**src/rtl/quad_pkg.sv**
```systemverilog
// Shared constants and types for the quad flight-controller output stages.
package quad_pkg;
    localparam int CLK_HZ       = 50_000_000;
    localparam int FRAME_CYCLES = 1_000_000;
    localparam int MIN_PULSE    = 50_000;
    localparam int STEP         = 50;
    localparam int MAX_RATIO    = 1000;
    localparam int RATIO_W      = 13;

    typedef enum logic {
        ARMING = 1'b0,
        RUN    = 1'b1
    } esc_state_t;
endpackage

```
**src/rtl/pwm_frame_timer.sv**
```systemverilog
// Free-running frame counter shared by fixed-period output stages.
// Flags the last cycle of a frame and pulses frame_start one cycle after cnt == 0.
module pwm_frame_timer #(
    parameter int FRAME_CYCLES = 1_000_000,
    localparam int CW = $clog2(FRAME_CYCLES)
) (
    input  logic          clk,
    input  logic          rst,
    output logic [CW-1:0] cnt,
    output logic          last_cycle,
    output logic          frame_start
);
    logic [CW-1:0] cnt_q, cnt_d;
    logic          frame_start_q, frame_start_d;

    always_comb begin
        last_cycle    = (cnt_q == CW'(FRAME_CYCLES - 1));
        cnt_d         = last_cycle ? '0 : cnt_q + 1'b1;
        frame_start_d = (cnt_q == '0);
    end

    always_ff @(posedge clk or posedge rst) begin
        if (rst) begin
            cnt_q         <= '0;
            frame_start_q <= 1'b0;
        end else begin
            cnt_q         <= cnt_d;
            frame_start_q <= frame_start_d;
        end
    end

    assign cnt         = cnt_q;
    assign frame_start = frame_start_q;
endmodule

```
**src/rtl/esc_pwm_gen.sv**
```systemverilog
// ESC servo-style PWM generator: one command latched per frame, clamped, then
// gated by an arming sequence. Define ESC_ARM_EN to include the arming state.
module esc_pwm_gen
    import quad_pkg::*;
#(
    parameter int FRAME_CYCLES = quad_pkg::FRAME_CYCLES,
    parameter int MIN_PULSE    = quad_pkg::MIN_PULSE,
    parameter int STEP         = quad_pkg::STEP,
    parameter int MAX_RATIO    = quad_pkg::MAX_RATIO,
    parameter int ARM_FRAMES   = 100
) (
    input  logic               clk,
    input  logic               rst,
    input  logic [RATIO_W-1:0] ratio,
    input  logic               enable,
    output logic               pwm_out,
    output logic               frame_start,
    output logic               armed
);
    localparam int CW    = $clog2(FRAME_CYCLES);
    localparam int HW    = $clog2(MIN_PULSE + MAX_RATIO * STEP + 1);
    localparam int CMP_W = (CW > HW) ? CW : HW;

    logic [CW-1:0]      cnt;
    logic               last_cycle;
    logic [RATIO_W-1:0] cmd;
    esc_state_t         state_q, state_d;
    logic [HW-1:0]      high_cycles_q, high_cycles_d;
    logic               pwm_q, pwm_d;

    pwm_frame_timer #(.FRAME_CYCLES(FRAME_CYCLES)) u_timer (
        .clk         (clk),
        .rst         (rst),
        .cnt         (cnt),
        .last_cycle  (last_cycle),
        .frame_start (frame_start)
    );

`ifdef ESC_ARM_EN
    localparam int AW = $clog2(ARM_FRAMES + 1);
    logic [AW-1:0] arm_cnt_q, arm_cnt_d;

    always_ff @(posedge clk or posedge rst) begin
        if (rst) arm_cnt_q <= '0;
        else     arm_cnt_q <= arm_cnt_d;
    end

    assign armed = (state_q == RUN);
`else
    // Without arming the frame count has no effect.
    logic unused_arm_cfg;
    assign unused_arm_cfg = (ARM_FRAMES != 0);
    assign armed = 1'b1;
`endif

    always_comb begin
        state_d       = state_q;
        high_cycles_d = high_cycles_q;
        cmd           = '0;
`ifdef ESC_ARM_EN
        arm_cnt_d     = arm_cnt_q;
`endif
        if (last_cycle) begin
`ifdef ESC_ARM_EN
            if (state_q == ARMING) begin
                if (arm_cnt_q == AW'(ARM_FRAMES - 1)) state_d = RUN;
                else                                  arm_cnt_d = arm_cnt_q + 1'b1;
            end
`endif
            // Use the next state so the frame that finishes arming already follows ratio.
            if (enable && state_d == RUN)
                cmd = (ratio > RATIO_W'(MAX_RATIO)) ? RATIO_W'(MAX_RATIO) : ratio;
            high_cycles_d = HW'(MIN_PULSE) + HW'(cmd) * HW'(STEP);
        end
        pwm_d = (CMP_W'(cnt) < CMP_W'(high_cycles_q));
    end

    always_ff @(posedge clk or posedge rst) begin
        if (rst) begin
`ifdef ESC_ARM_EN
            state_q <= ARMING;
`else
            state_q <= RUN;
`endif
            high_cycles_q <= HW'(MIN_PULSE);
            pwm_q         <= 1'b0;
        end else begin
            state_q       <= state_d;
            high_cycles_q <= high_cycles_d;
            pwm_q         <= pwm_d;
        end
    end

    assign pwm_out = pwm_q;
endmodule

```
**config.mk**
```make
export PLATFORM = sky130hd
export DESIGN_NAME = esc_pwm_gen
export DESIGN_NICKNAME = d
export VERILOG_FILES = /design/src/rtl/quad_pkg.sv /design/src/rtl/pwm_frame_timer.sv /design/src/rtl/esc_pwm_gen.sv
export SDC_FILE = /design/constraint.sdc
export NUM_CORES = 1
export LEC_CHECK = 0
export BUFFER_PORTS_ARGS = -buffer_cell sky130_fd_sc_hd__buf_4
export CAP_MARGIN = 25
export CORE_MARGIN = 2
export CORE_UTILIZATION = 35
export CTS_CLUSTER_SIZE = 10
export DETAILED_ROUTE_END_ITERATION = 8
export PLACE_DENSITY = 0.48
export SLEW_MARGIN = 25
export SYNTH_ARGS = -nofsm -noshare
export SYNTH_HDL_FRONTEND = slang
export SYNTH_SLANG_ARGS = --single-unit
```
**constraint.sdc**
```tcl
create_clock -name clk -period 3.4 [get_ports clk]
set_clock_uncertainty 0.1 [all_clocks]
set_input_delay 0.68 -clock clk [delete_from_list [all_inputs] [get_ports clk]]
set_output_delay 0.68 -clock clk [all_outputs]
set_load 0.01 [all_outputs]
```
# Word-level counts from Yosys, hierarchy flattened

Index checks and enable logic that the tools add are counted.

Bits in registers: 39
Latch bits: 0
Memory bits (writable): 0
Bits in read-only memories: 0
Output and inout port bits: 3
Logic and storage cells: 15
Memories kept: 0

Add/sub/neg operators: 2
Multiply operators: 1
Div/mod/pow operators: 0
Order comparisons: 2
Eq/ne operators: 1
Shift-type cells: 0
Multiplexer cells: 4
Bitwise operators: 0
Reduce and logical (&&, ||, !) cells: 1

Operators with widths:

| cell                                                            | number |
|---|---|
| two-way mux 13 bit                                              | 3 |
| adder 20 x 1 -> 20 bit, second input constant                   | 1 |
| equality test 20 bit, second input constant                     | 1 |
| zero test 20 bit                                                | 1 |
| less-than comparator 20 x 17 -> 1 bit                           | 1 |
| two-way mux 20 bit                                              | 1 |
| adder 16 x 17 -> 17 bit, first input constant                   | 1 |
| multiplier 13 x 5 -> 16 bit, second input constant              | 1 |
| greater-than comparator 13 x 10 -> 1 bit, second input constant | 1 |

# Longest topological paths before layout

Depth in word-level cells: 6
Gate-level depth with buffers: 20
Mapped depth without buffers: 19

# Hierarchy

Synthesis repeated with hierarchy kept, for this count alone.

Cell total of the unflattened synthesis: 405
Area, all modules: 3602.2 µm²

Modules (own cells, without submodules):

| module          | instances | cells each | area an instance (µm²) | sequential area each (µm²) |
|---|---|---|---|---|
| esc_pwm_gen     | 1         | 306        | 2551.2                 | 432.9 |
| pwm_frame_timer | 1         | 99         | 1051.0                 | 525.5 |

# Worst setup path after synthesis

OpenSTA, ideal clock, no wires.

Path kind: input port to flip-flop
From: input port ratio[4]
To: register high_cycles_q[14]
Arrival: 4.806 ns
Required time: 3.218 ns
Setup slack: -1.589 ns
Cell stages on the path: 20
Cells stage by stage: nor4_1 nand2_1 a41oi_1 nand2_1 o21ai_0 inv_1 ha_1 ha_1 inv_1 fa_1 inv_1 ha_1 buf_2 and2_1 o21ai_0 nand2_1 nor3b_2 or4b_4 xnor2_1 mux2_2

Word-level cells in the longest chain between the ends: 6

Ends and longest elaborated chain:

| what                                     | RTL line          | source |
|---|---|---|
| start, declared                          | esc_pwm_gen.sv:14 | `input logic [RATIO_W-1:0] ratio,` |
| greater-than comparator 13 x 10 -> 1 bit | esc_pwm_gen.sv:72 | `cmd = (ratio > RATIO_W'(MAX_RATIO)) ? RATIO_W'(MAX_RATIO) : ratio;` |
| two-way mux 13 bit (*)                   | esc_pwm_gen.sv:72 |  |
| two-way mux 13 bit (*)                   | esc_pwm_gen.sv:71 | `if (enable && state_d == RUN)` |
| two-way mux 13 bit (*)                   | esc_pwm_gen.sv:63 | `if (last_cycle) begin` |
| multiplier 13 x 5 -> 16 bit (*)          | esc_pwm_gen.sv:73 | `high_cycles_d = HW'(MIN_PULSE) + HW'(cmd) * HW'(STEP);` |
| adder 16 x 17 -> 17 bit (*)              | esc_pwm_gen.sv:73 |  |
| end signal, assigned                     | esc_pwm_gen.sv:85 | `high_cycles_q <= HW'(MIN_PULSE);` |
| end signal, assigned                     | esc_pwm_gen.sv:89 | `high_cycles_q <= high_cycles_d;` |
| end, declared                            | esc_pwm_gen.sv:28 | `logic [HW-1:0] high_cycles_q, high_cycles_d;` |

Every way passes the cells marked *; elsewhere a longest branch is shown, timed or not. The select of a mux whose other input is x is not followed.
A chain may end at the register's enable or synchronous reset.

# Final worst setup path

From: input port ratio[2]
To: register high_cycles_q[14]

The elaborated chain is that of the path after synthesis.

==> summary.txt <==
Status
  • Outcome: complete, but fails checks
  • Failing checks: setup timing

Cells and area
  • Share of cells above drive strength 1: about 41%
  • Fill count: 899
  • Design Area, Final: roughly 5000 um^2
  • Layout Area Growth over Synthesis: 46.1%
  • Diode count: 0
  • Fin nets: ~570

Synthesis
  • Yosys cell types: 54
  • Synth Cell Area: around 3500 um^2
  • Top FF cell, synth: dfrtp_1
  • Async SR Flop Fraction: 100%
  • Post-synth EDFFs: 0
  • Synth Area in Compound Gates: between 10% and 20%
  • Mux contribution to synthesized area: roughly 1.2%
  • Avg Inst Size Synth: about 8.9 um^2
  • Main combinational cell family by area after synthesis: adder cells
  • Cells after Synth: about 390
  • Simple-Gate Fraction of Synth Area: 19.6%
  • Yosys warnings: 0
  • Adder-Cell Fraction of Synth Area: approximately a quarter
  • Sequential area share after synthesis: approximately 28%
  • Post-Synth XOR/XNOR Area: under 10%
  • Register bit total from synthesis: 38

Power
  • Power Dens Cells: around 350 nW/um^2
  • VDD IR-drop max: approximately 170 uV
  • Leak Pwr: about 2.6 nW

Worst setup path
  • Cells along the critical path: buf_8 > nor4_4 > nand2_1 > a41oi_2 > nand2_4 > o21ai_4 > inv_2 > ha_4 > ha_4 > inv_2 > fa_1 > inv_2 > ha_4 > nand2_4 > a211oi_4 > nor2_1 > xor2_1 > or4b_4 > xnor2_2 > mux2_4
  • Critical-path maximum fanout: 6
  • Max stage delay cell, worst path: or4b_4
  • CP arrival: ~4.6 ns
  • Kind of end point of the critical path: flop
  • WP buf/inv: 4
  • Startpoint types: input pin
  • CP max stage delay: ~0.55 ns
  • Critical path class: in -> reg
  • CP top delay family: adder cells
  • Worst EP required: 3.52 ns

Placed design
  • Dpl hpwl: 5930 um
  • Placed instance area: 4280 um^2
  • Routability congestion estimate: ~0.8
  • Post-place setup slack: -1.57 ns
  • I/O Buffers: 17

STA
  • Final period util: 133%
  • FMAX: 222 MHz
  • Final setup fails: 10
  • RSZ-0062 raised after global routing: yes
  • Final WS setup: -1.11 ns
  • Post-layout minimum cycle time: between 4 and 5 ns
  • Hold Vio Cnt, Final: 0
  • Slew Limit Fails: 0

Clock tree
  • CTS clk-pin slew, worst paths: 0.07 ns
  • Clk sinks: 38
  • TritonCTS Buffers: 5
  • Clock Latency Late Sink: slightly below 0.3 ns
  • Htree depth: 2
  • Longest Clk Path Bufs: 2
  • Clk root buf: clkbuf_8
  • CTS tree: yes
  • Hold-fix buffers at CTS: 0

Detailed routing
  • Drt via density: around 4.7
  • Starting DRC count in detailed routing: between 40 and 50
  • Detailed-route DRC error count: 0
  • Post-DRT Antenna Nets: 0
  • DR WL/cell: 12.7 um
  • Drt total wl: approximately 7900 um
  • Drt first pass iters: 4
  • Vias: about 3000

GRT
  • Global-route wire length before repair: ~13000 um
  • Vias in the first global route: between 3000 and 4000
  • Initial antenna violation count: 0
  • Largest net degree at the start of global routing: 39
  • GRT overflow: 0
  • Global-route usage over all layers: approximately 16%

Hold path
  • Min-Delay Path Class: reg -> reg

Floorplanning
  • Starting density of the core: between 30 and 40%
  • Die X: approximately 100 um
  • Die H: roughly 100 um
  • Number of I/O pins: 19
  • Core area: approximately 9700 um^2
  • Placement row count: 36
  • Total die area: ~11000 um^2

Run
  • Max-cap violations: 0
## power by group
part           internal [mW]  switching, mW  total (mW)
combinational          0.557          0.448        1.00
clock                  0.164          0.156       0.320
sequential             0.452              0       0.452
total                   1.17          0.604        1.78
## worst reg2reg max path: stages, from the launching register on
cell     delay, ns
dfrtp_1       0.46
and3_1        0.20
nand3_1       0.33
nor3_2        0.26
buf_4         0.28
mux2_2        0.36
## cell families after synthesis
logic type | after synthesis
xor gates and xnor gates | 37
other | 2
and+or+nand+nor | 130
buffers and inverters | 59
adders and majority gates | 60
muxes | 4
DFF | 38
AOI/OAI and AO/OA | 59
## cells in the mapped netlist, drive strengths merged, types with 3 or more instances
library cell / count / area (um^2)
nor4b: 3 / 26.3
inv: 52 / 195
nand4: 3 / 18.8
xor2: 17 / 156
or3: 3 / 18.8
and3: 10 / 62.6
o21ai: 14 / 70.1
buf: 3 / 17.5
nor2: 37 / 141
ha: 52 / 651
o21a: 3 / 22.5
a21o: 10 / 75.1
a21oi: 16 / 87.6
nand2: 26 / 97.6
dfstp: 6 / 158
fa: 8 / 160
nor3: 6 / 30.0
nor2b: 4 / 25.0
nor4: 5 / 31.3
nand4b: 3 / 26.3
clkbuf: 4 / 15.0
dfrtp: 32 / 801
xnor2: 20 / 183
and2: 7 / 43.8
a31oi: 3 / 18.8
and4: 3 / 28.8
nand3: 13 / 65.1
## routing by layer
layer	track usage [%]	part of all wire, %	up-vias
li1	-	-	1521
met1	18.2	43	1402
met2	29.6	54	29
met3	1.88	1.6	12
met4	4.15	1.6	0
met5	0	0	-
## registers in the layout, indices dropped and copies added, names as in the netlist
name,flops
u_timer.cnt,20
high_cycles_q,16
pwm_out,1
u_timer.frame_start,1
## final timing paths
check	from	to	slack (ns)	cells after the start
worst max-delay path	ratio[2]	high_cycles_q[14]$_DFFE_PP1N_	-1.11	20
worst max register to register	u_timer.cnt[2]$_DFF_PP0_	high_cycles_q[1]$_DFFE_PP0N_	1.30	5
min in group asynchronous	rst	u_timer.cnt[2]$_DFF_PP0_	0.40	3
worst min register to register	high_cycles_q[8]$_DFFE_PP1N_	high_cycles_q[8]$_DFFE_PP1N_	0.36	2
max in group asynchronous	rst	high_cycles_q[9]$_DFFE_PP1N_	2.43	3
worst min-delay path	high_cycles_q[8]$_DFFE_PP1N_	high_cycles_q[8]$_DFFE_PP1N_	0.36	2
## per-stage QoR
stage | std cells | total power, mW | hold WS [ns] | setup TNS [ns] | util (%)
6_report | 626 | 1.78 | 0.363 | -7.23 | 52.1
5_1_grt | 626 | 1.91 | 0.405 | -8.90 | 52.1
4_1_cts | 617 | 1.67 | 0.383 | -7.65 | 49.1
3_5_place_dp | 596 | 1.14 | 0.372 | -12.03 | 44.1
3_3_place_gp | 596 | 1.14 | 0.366 | -11.24 | 44.1
2_1_floorplan | 394 | 0.909 | 0.350 | -7.12 | -
## cells in the final DEF, fill, tap and decap left out, drive strengths merged, types with 4 or more instances in the layout
| cell | count |
|---|---|
| nor2b | 4 |
| fa | 8 |
| nand2 | 26 |
| conb | 7 |
| nor2 | 37 |
| o21ai | 14 |
| inv | 52 |
| ha | 52 |
| dfrtp | 32 |
| a21oi | 16 |
| and2 | 7 |
| nand3 | 13 |
| buf | 98 |
| clkbuf | 7 |
| xor2 | 17 |
| xnor2 | 20 |
| a21o | 10 |
| dfstp | 6 |
| nor3 | 6 |
| nor4 | 5 |
| and3 | 10 |
## what timing repair did
| action | CTS | global route |
|---|---|---|
| gates resized for setup | 55 | 47 |
| buffers inserted | 14 | 10 |
| setup endpoints to repair | 11 | 11 |
| pin swaps | 42 | 40 |
## layout make-up
type	count	area, um^2	share of cell area, %
clock inverter	1	5.00	0.0991
clock buffer	7	86.3	1.71
tap	133	166	3.30
inverter	52	195	3.87
multi-input combinational	297	2850	56.4
timing repair buffer	98	788	15.6
sequential	38	958	19.0
Power figures use the tool's default switching activity.
